**src/rtl/dma_arbiter.sv**
```systemverilog
// Round-robin TileLink-UH arbiter that shares one DMA device port between
// several DMA-capable hosts. The A channel is granted to one host at a time
// and stays locked for a whole multi-beat Put burst. D responses are routed
// back to the issuing host by the index bits prepended to the A source.
//
// Optional feature macro: DMA_ARB_CREDIT_EN
//   When defined, every host has an outstanding-request credit counter and a
//   host holding MaxOutstanding credits is excluded from arbitration.
module dma_arbiter #(
    parameter int NumHosts        = 2,
    parameter int DataWidth       = 128,
    parameter int AddrWidth       = 38,
    parameter int HostSourceWidth = 3,
    parameter int MaxSize         = 6,
    parameter int MaxOutstanding  = 4,
    parameter int SinkWidth       = 1,
    localparam int IdxW           = (NumHosts > 1) ? $clog2(NumHosts) : 1,
    localparam int DevSourceWidth = HostSourceWidth + IdxW,
    localparam int BeatW          = $clog2((2 ** MaxSize) / (DataWidth / 8)) + 1
) (
    input  logic                                        clk_i,
    input  logic                                        rst_ni,
    // Host A channels
    input  logic [NumHosts-1:0]                         host_a_valid_i,
    output logic [NumHosts-1:0]                         host_a_ready_o,
    input  logic [NumHosts-1:0][2:0]                    host_a_opcode_i,
    input  logic [NumHosts-1:0][2:0]                    host_a_param_i,
    input  logic [NumHosts-1:0][2:0]                    host_a_size_i,
    input  logic [NumHosts-1:0][HostSourceWidth-1:0]    host_a_source_i,
    input  logic [NumHosts-1:0][AddrWidth-1:0]          host_a_address_i,
    input  logic [NumHosts-1:0][DataWidth/8-1:0]        host_a_mask_i,
    input  logic [NumHosts-1:0][DataWidth-1:0]          host_a_data_i,
    // Host D channels (fields broadcast)
    output logic [NumHosts-1:0]                         host_d_valid_o,
    input  logic [NumHosts-1:0]                         host_d_ready_i,
    output logic [2:0]                                  host_d_opcode_o,
    output logic [1:0]                                  host_d_param_o,
    output logic [2:0]                                  host_d_size_o,
    output logic [HostSourceWidth-1:0]                  host_d_source_o,
    output logic [SinkWidth-1:0]                        host_d_sink_o,
    output logic                                        host_d_denied_o,
    output logic                                        host_d_corrupt_o,
    output logic [DataWidth-1:0]                        host_d_data_o,
    // Device A channel
    output logic                                        dev_a_valid_o,
    input  logic                                        dev_a_ready_i,
    output logic [2:0]                                  dev_a_opcode_o,
    output logic [2:0]                                  dev_a_param_o,
    output logic [2:0]                                  dev_a_size_o,
    output logic [DevSourceWidth-1:0]                   dev_a_source_o,
    output logic [AddrWidth-1:0]                        dev_a_address_o,
    output logic [DataWidth/8-1:0]                      dev_a_mask_o,
    output logic [DataWidth-1:0]                        dev_a_data_o,
    // Device D channel
    input  logic                                        dev_d_valid_i,
    output logic                                        dev_d_ready_o,
    input  logic [2:0]                                  dev_d_opcode_i,
    input  logic [1:0]                                  dev_d_param_i,
    input  logic [2:0]                                  dev_d_size_i,
    input  logic [DevSourceWidth-1:0]                   dev_d_source_i,
    input  logic [SinkWidth-1:0]                        dev_d_sink_i,
    input  logic                                        dev_d_denied_i,
    input  logic                                        dev_d_corrupt_i,
    input  logic [DataWidth-1:0]                        dev_d_data_i
);

    localparam int ByteLg = $clog2(DataWidth / 8);

    // Reject configurations outside the supported range at elaboration.
    if (NumHosts < 2 || NumHosts > 8 || MaxOutstanding < 1) begin : g_param_check
        $error("dma_arbiter: unsupported NumHosts/MaxOutstanding");
    end

    // Number of data beats carried by a message of the given log2 size.
    // Sizes too large for the beat counter collapse to a single beat.
    function automatic logic [BeatW-1:0] beats_of(input logic [2:0] size);
        logic [BeatW-1:0] n;
        if (int'(size) <= ByteLg) begin
            n = BeatW'(1);
        end else begin
            n = BeatW'(1) << (int'(size) - ByteLg);
        end
        if (n == '0) begin
            n = BeatW'(1);
        end else begin
            n = n;
        end
        return n;
    endfunction

    logic                 r_lock;
    logic [IdxW-1:0]      r_grant;
    logic [IdxW-1:0]      r_rr_ptr;
    logic [BeatW-1:0]     r_a_beats;
    logic                 r_hold;
    logic [IdxW-1:0]      r_hold_idx;

    logic [NumHosts-1:0]  w_elig;
    logic [IdxW-1:0]      w_pick;
    logic                 w_found;
    logic [IdxW-1:0]      w_winner;
    logic                 w_win_valid;
    logic                 w_a_fire;
    logic [BeatW-1:0]     w_a_total;
    logic                 w_a_last;
    logic [IdxW-1:0]      w_rr_next;
    logic [IdxW-1:0]      w_d_idx;
    logic                 w_d_in_range;
    logic                 w_d_fire;

    // Round-robin search: first eligible host at or after r_rr_ptr.
    always_comb begin
        w_pick  = r_rr_ptr;
        w_found = 1'b0;
        for (int k = NumHosts - 1; k >= 0; k--) begin
            w_pick  = w_elig[(int'(r_rr_ptr) + k) % NumHosts] ?
                      IdxW'((int'(r_rr_ptr) + k) % NumHosts) : w_pick;
            w_found = w_found | w_elig[(int'(r_rr_ptr) + k) % NumHosts];
        end
    end

    // Winner priority: burst lock, then a stalled presentation, then round-robin.
    always_comb begin
        w_winner    = w_pick;
        w_win_valid = w_found;
        if (r_lock) begin
            w_winner    = r_grant;
            w_win_valid = host_a_valid_i[r_grant];
        end else if (r_hold) begin
            w_winner    = r_hold_idx;
            w_win_valid = host_a_valid_i[r_hold_idx];
        end else begin
            w_winner    = w_pick;
            w_win_valid = w_found;
        end
    end

    assign dev_a_valid_o   = rst_ni & w_win_valid;
    assign dev_a_opcode_o  = host_a_opcode_i[w_winner];
    assign dev_a_param_o   = host_a_param_i[w_winner];
    assign dev_a_size_o    = host_a_size_i[w_winner];
    assign dev_a_source_o  = {w_winner, host_a_source_i[w_winner]};
    assign dev_a_address_o = host_a_address_i[w_winner];
    assign dev_a_mask_o    = host_a_mask_i[w_winner];
    assign dev_a_data_o    = host_a_data_i[w_winner];
    assign w_a_fire        = dev_a_valid_o & dev_a_ready_i;

    // Only the presenting winner sees the device ready.
    always_comb begin
        host_a_ready_o = '0;
        if (rst_ni && dev_a_ready_i && w_win_valid) begin
            host_a_ready_o[w_winner] = 1'b1;
        end else begin
            host_a_ready_o = '0;
        end
    end

    // Beat count of the message currently on the A bus; only Puts carry data.
    always_comb begin
        w_a_total = BeatW'(1);
        if (dev_a_opcode_o == 3'd0 || dev_a_opcode_o == 3'd1) begin
            w_a_total = beats_of(dev_a_size_o);
        end else begin
            w_a_total = BeatW'(1);
        end
    end

    assign w_a_last  = r_lock ? (r_a_beats == BeatW'(1)) : (w_a_total <= BeatW'(1));
    assign w_rr_next = (int'(w_winner) == NumHosts - 1) ? '0 : (w_winner + IdxW'(1));

    // Burst lock, remaining-beat counter and round-robin pointer.
    always_ff @(posedge clk_i or negedge rst_ni) begin
        if (!rst_ni) begin
            r_lock    <= 1'b0;
            r_grant   <= '0;
            r_rr_ptr  <= '0;
            r_a_beats <= '0;
        end else if (w_a_fire) begin
            if (w_a_last) begin
                r_lock    <= 1'b0;
                r_a_beats <= '0;
                r_rr_ptr  <= w_rr_next;
            end else if (r_lock) begin
                r_a_beats <= r_a_beats - BeatW'(1);
            end else begin
                r_lock    <= 1'b1;
                r_grant   <= w_winner;
                r_a_beats <= w_a_total - BeatW'(1);
            end
        end
    end

    // Keep a presented but unaccepted request on the bus until its handshake.
    always_ff @(posedge clk_i or negedge rst_ni) begin
        if (!rst_ni) begin
            r_hold     <= 1'b0;
            r_hold_idx <= '0;
        end else begin
            r_hold     <= dev_a_valid_o & ~dev_a_ready_i;
            r_hold_idx <= w_winner;
        end
    end

    // D routing: the top IdxW source bits select the host; the rest go back.
    assign w_d_idx          = dev_d_source_i[DevSourceWidth-1 -: IdxW];
    assign w_d_in_range     = ({1'b0, w_d_idx} < (IdxW + 1)'(NumHosts));
    assign w_d_fire         = dev_d_valid_i & dev_d_ready_o;
    assign host_d_opcode_o  = dev_d_opcode_i;
    assign host_d_param_o   = dev_d_param_i;
    assign host_d_size_o    = dev_d_size_i;
    assign host_d_source_o  = dev_d_source_i[HostSourceWidth-1:0];
    assign host_d_sink_o    = dev_d_sink_i;
    assign host_d_denied_o  = dev_d_denied_i;
    assign host_d_corrupt_o = dev_d_corrupt_i;
    assign host_d_data_o    = dev_d_data_i;

    // Steer D valid to the tagged host; beats with no such host are sunk.
    always_comb begin
        host_d_valid_o = '0;
        dev_d_ready_o  = 1'b0;
        if (rst_ni && w_d_in_range) begin
            host_d_valid_o[w_d_idx] = dev_d_valid_i;
            dev_d_ready_o           = host_d_ready_i[w_d_idx];
        end else begin
            dev_d_ready_o = rst_ni;
        end
    end

`ifdef DMA_ARB_CREDIT_EN
    localparam int CW = $clog2(MaxOutstanding + 1);

    logic [NumHosts-1:0][CW-1:0] r_credit;
    logic [BeatW-1:0]            r_d_beats;
    logic [BeatW-1:0]            w_d_total;
    logic                        w_d_last;
    logic [NumHosts-1:0]         w_cr_inc;
    logic [NumHosts-1:0]         w_cr_dec;

    // Hosts with a full credit budget drop out of the round-robin search.
    always_comb begin
        w_elig = '0;
        for (int i = 0; i < NumHosts; i++) begin
            w_elig[i] = host_a_valid_i[i] & (r_credit[i] != CW'(MaxOutstanding));
        end
    end

    // Beat count of the D message; only AccessAckData carries data.
    always_comb begin
        w_d_total = BeatW'(1);
        if (dev_d_opcode_i == 3'd1) begin
            w_d_total = beats_of(dev_d_size_i);
        end else begin
            w_d_total = BeatW'(1);
        end
    end

    assign w_d_last = (r_d_beats == '0) ? (w_d_total <= BeatW'(1)) : (r_d_beats == BeatW'(1));

    // Remaining D beats of the response in flight.
    always_ff @(posedge clk_i or negedge rst_ni) begin
        if (!rst_ni) begin
            r_d_beats <= '0;
        end else if (w_d_fire) begin
            if (w_d_last) begin
                r_d_beats <= '0;
            end else if (r_d_beats == '0) begin
                r_d_beats <= w_d_total - BeatW'(1);
            end else begin
                r_d_beats <= r_d_beats - BeatW'(1);
            end
        end
    end

    // Credit events: first A beat accepted, last D beat delivered.
    always_comb begin
        w_cr_inc = '0;
        w_cr_dec = '0;
        for (int i = 0; i < NumHosts; i++) begin
            w_cr_inc[i] = w_a_fire & ~r_lock & (int'(w_winner) == i);
            w_cr_dec[i] = w_d_fire & w_d_last & w_d_in_range &
                          (int'(w_d_idx) == i) & (r_credit[i] != '0);
        end
    end

    // Per-host outstanding counters; simultaneous inc and dec cancel.
    always_ff @(posedge clk_i or negedge rst_ni) begin
        if (!rst_ni) begin
            r_credit <= '0;
        end else begin
            for (int i = 0; i < NumHosts; i++) begin
                case ({w_cr_inc[i], w_cr_dec[i]})
                    2'b10:   r_credit[i] <= r_credit[i] + CW'(1);
                    2'b01:   r_credit[i] <= r_credit[i] - CW'(1);
                    default: r_credit[i] <= r_credit[i];
                endcase
            end
        end
    end
`else
    assign w_elig = host_a_valid_i;
`endif

endmodule

```
**config.mk**
```make
export PLATFORM = sky130hd
export DESIGN_NAME = dma_arbiter
export DESIGN_NICKNAME = d
export VERILOG_FILES = /design/src/rtl/dma_arbiter.sv
export SDC_FILE = /design/constraint.sdc
export NUM_CORES = 1
export LEC_CHECK = 0
export ABC_AREA = 1
export ABC_CLOCK_PERIOD_IN_PS = 2600
export CAP_MARGIN = 10
export CORE_AREA = 2 2 343 345
export CTS_BUF_LIST = sky130_fd_sc_hd__clkbuf_8
export DETAILED_ROUTE_END_ITERATION = 16
export DIE_AREA = 0 0 345 347
export PLACE_DENSITY = 0.3
export SLEW_MARGIN = 20
export SYNTH_ARGS = -nofsm -noshare
export SYNTH_HDL_FRONTEND = slang
export SYNTH_SLANG_ARGS = --single-unit
```
**constraint.sdc**
```tcl
create_clock -name clk_i -period 2.6 [get_ports clk_i]
set_input_delay 0.52 -clock clk_i [delete_from_list [all_inputs] [get_ports clk_i]]
set_output_delay 0.52 -clock clk_i [all_outputs]
set_load 0.05 [all_outputs]
```
==> qor.yml, run 1 <==
status: "finished clean"
drive_above_1_share_pct: 43.7
clockBufferDepth: 2
core_area_um2: 116000
ys_types: 28
period_minus_slack_ns: 2.55
path_max_fanout: 10
start_util_pct: 3.61
irDropWorstVdd_mv: 0.801
grt_overflow: 0
htreeDepth: 1
setup.worst_path.class: "flip-flop to output pin"
n_antenna_cell: 0
tritoncts: "yes"
required_ns: 2.08
syn_nets: 1407
hpwlAfterDp_um: 54600
path_buf_inv: 4
grtUsageTotal_pct: 10.4
cp-end-kind: "output pin"
power_frac_clock_pct: 0.6
wl_um: 66500
die_area_um2: 120000
avgViaCountPerCell: 2.52
routabilityCongestion: 0.824
final_core_util_pct: 13.3
worstPathArrival_ns: 2.03
synth-seq-area-share_pct: 4.79
dp_cells: 2874
regToRegStartpoint: "r_lock"
slew_headroom_pct: 74.9
num_vias: 7369
hold_ws_ns: 0.483
final_antenna_net_count: 0
avgSynthCellArea_um2: 4.84
crit_slowest_cell: "dfrtp_2"
pwr-share-seq_pct: 0.9
cp-start-kind: "flip-flop"
worstMarginPinSlew_ns: 0.374
ios: 882
grt_setup_unrepaired: "yes"
die_h_um: 347
die_width_um: 345
r2r-end: "r_a_beats[1]"
dp_slack_ns: -0.533
ys_seq_elements: 8
grt_max_degree: 22
grt_pass1_vias: 7859
hold_buffers: 0
fin_crit_sh_pct: 98.1
netSwitchingFraction_pct: 54.4
clk_pin_slew_ns: 0.04
setup_ws_ns: 0.0495
slowest_delay_ns: 0.48
fmax_mhz: 392
crit_family: "buffers and inverters"
nNetsFinal: 1940
area_delta_synth_final_pct: 267
power_frac_comb_pct: 98.5
synthCells: 864
drtPass1Iterations: 4
hold_path.class: "flip-flop to flip-flop"
p_sw_mw: 14.2
cts_buffers: 3
holdPathEnd: "r_grant"
final-hold-violation-count: 0
numClockSinks: 8
rows: 125
min_path_cells: 2
setup_viol: 0
r2r_slack_ns: 0.17
routedWlPerCell_um: 22.8
hold_path_startpoint: "r_grant"
drv_cap: 0
final_cells: 2919
yosysWarningCount: 0
power_mw: 26.1
leakage_nw: 6.50
drv_slew: 0
drtIter0Drc: 306
drc_errors: 0
reg2reg_depth: 17
crit_chain: "a21oi_4 -> nand3_4 -> nand2_8 -> buf_12 -> inv_16 -> bufbuf_16 -> nand2_2 -> nand2_2 -> buf_12"
root_buffer: "clkbuf_8"
antenna_found_initial: 24
clock_skew_ns: 0.00223
portBuffers: 597
insertion_delay_ns: 0.23
synthesis.area_um2: 4180
grt_pass1_wl_um: 82300
p_per_area_nw_per_um2: 1700
internal-power_mw: 11.9
registers in the layout, summed over array words and instances, names as in the netlist:
name / cells
r_hold: 1
r_lock: 1
r_hold_idx: 1
r_rr_ptr: 1
r_a_beats: 3
r_grant: 1
metal layers:
| metal | wire length (um) | global-route usage [%] | share of wire (%) |
|---|---|---|---|
| met5 | 62 | 0 | 0.093 |
| met4 | 513 | 0.707 | 0.77 |
| met3 | 10400 | 7.17 | 16 |
| met2 | 30100 | 16.8 | 45 |
| met1 | 25400 | 11.7 | 38 |
how the worst max path moves through the flow:
| stage | from | end | depth (start not counted) |
|---|---|---|---|
| finish | r_lock | dev_a_data_o[60] | 9 |
| global route | r_lock | dev_a_data_o[118] | 10 |
| CTS | r_lock | dev_a_data_o[113] | 9 |
| detailed placement | host_a_valid_i[0] | dev_a_data_o[37] | 11 |
| global placement | host_a_valid_i[0] | dev_a_data_o[37] | 11 |
| floorplan | r_lock | host_a_ready_o[0] | 8 |
worst min-delay path, stage by stage, from the launching register on:
cell     delay, ns
dfrtp_1       0.34
nand2_1       0.05
o21ai_1       0.06
logic make-up after synthesis:
group                      after synthesis  share of synthesized area [%]
AOI/OAI and AO/OA                       10                           1.86
xor gates and xnor gates                 1                          0.209
adders and majority gates                4                           1.20
buffers and inverters                  207                           32.3
DFF                                      8                           4.79
and+or+nand+nor                        634                           59.7
cell usage in the layout, fill, tap and decap left out, drive strengths merged:
cell,instances
clkdlybuf4s15,1
nor2,10
nand3,12
nor3,2
ha,4
buf,310
nand2,608
bufbuf,1
o211ai,1
xor2,1
o21ai,6
inv,23
dfrtp,8
nand3b,1
clkdlybuf4s50,394
a21oi,3
clkbuf,9
or2,1
synth_stat cells:
cell | instances | area (um^2)
a21oi_1 | 2 | 10.0
a21oi_2 | 1 | 8.76
buf_1 | 2 | 7.51
buf_2 | 18 | 90.1
buf_4 | 143 | 1070
buf_6 | 1 | 11.3
clkbuf_1 | 22 | 82.6
dfrtp_1 | 8 | 200
ha_1 | 4 | 50.1
inv_1 | 18 | 67.6
inv_2 | 1 | 3.75
inv_4 | 2 | 12.5
nand2_1 | 594 | 2230
nand2_2 | 10 | 62.6
nand2_4 | 4 | 45.0
nand3_1 | 8 | 40.0
nand3_2 | 4 | 40.0
nand3b_1 | 1 | 7.51
nor2_1 | 7 | 26.3
nor2_2 | 1 | 6.26
nor2_4 | 2 | 22.5
nor3_1 | 2 | 10.0
o211ai_4 | 1 | 21.3
o21ai_0 | 2 | 10.0
o21ai_1 | 2 | 10.0
o21ai_2 | 2 | 17.5
or2_2 | 1 | 6.26
xor2_1 | 1 | 8.76
cell type report:
class                           instances  area [um^2]
Sequential cell                         8          201
Clock buffer                            3         41.3
Fill cell                           13258       100000
Timing Repair Buffer                  712         9660
Tap cell                             1524         1910
Multi-Input combinational cell        649         3420
Timing Repair inverter                  2         31.3
Inverter                               21         97.6
power groups by stage:
stage               logic [mW]  clock network [mW]  registers (mW)
floorplan                 10.1                   0           0.202
global placement          21.9                   0           0.229
detailed placement        21.7                   0           0.230
CTS                       25.1               0.158           0.233
global route              27.1               0.165           0.240
finish                    25.8               0.154           0.232
metrics by stage:
stage | instance area [um^2] | setup TNS, ns
after CTS | 14700 | 0
after floorplan | 4180 | 0
after global routing | 15400 | -2.04
final | 15400 | 0
after detailed placement | 13600 | -55.67
after global placement | 13600 | -60.35
what timing repair did:
| action | in CTS | in global routing |
|---|---|---|
| buffers inserted | 18 | 4 |
| pin swaps | 14 | 41 |
| endpoints found under the setup margin | 201 | 178 |
| gates resized for setup | 138 | 200 |
| cloned | 16 | 6 |
Note: power is estimated with default switching activity, not from simulation.
==> run 2: changes to the inputs <==
--- a/config.mk
+++ b/config.mk
@@ -12,6 +12,7 @@
 export CTS_BUF_LIST = sky130_fd_sc_hd__clkbuf_8
 export DETAILED_ROUTE_END_ITERATION = 16
 export DIE_AREA = 0 0 345 347
+export HOLD_SLACK_MARGIN = 0.1
 export PLACE_DENSITY = 0.3
 export SLEW_MARGIN = 20
 export SYNTH_ARGS = -nofsm -noshare
==> results of run 2 <==
No change in the layout: final DEF, timing and power equal those of run 1.
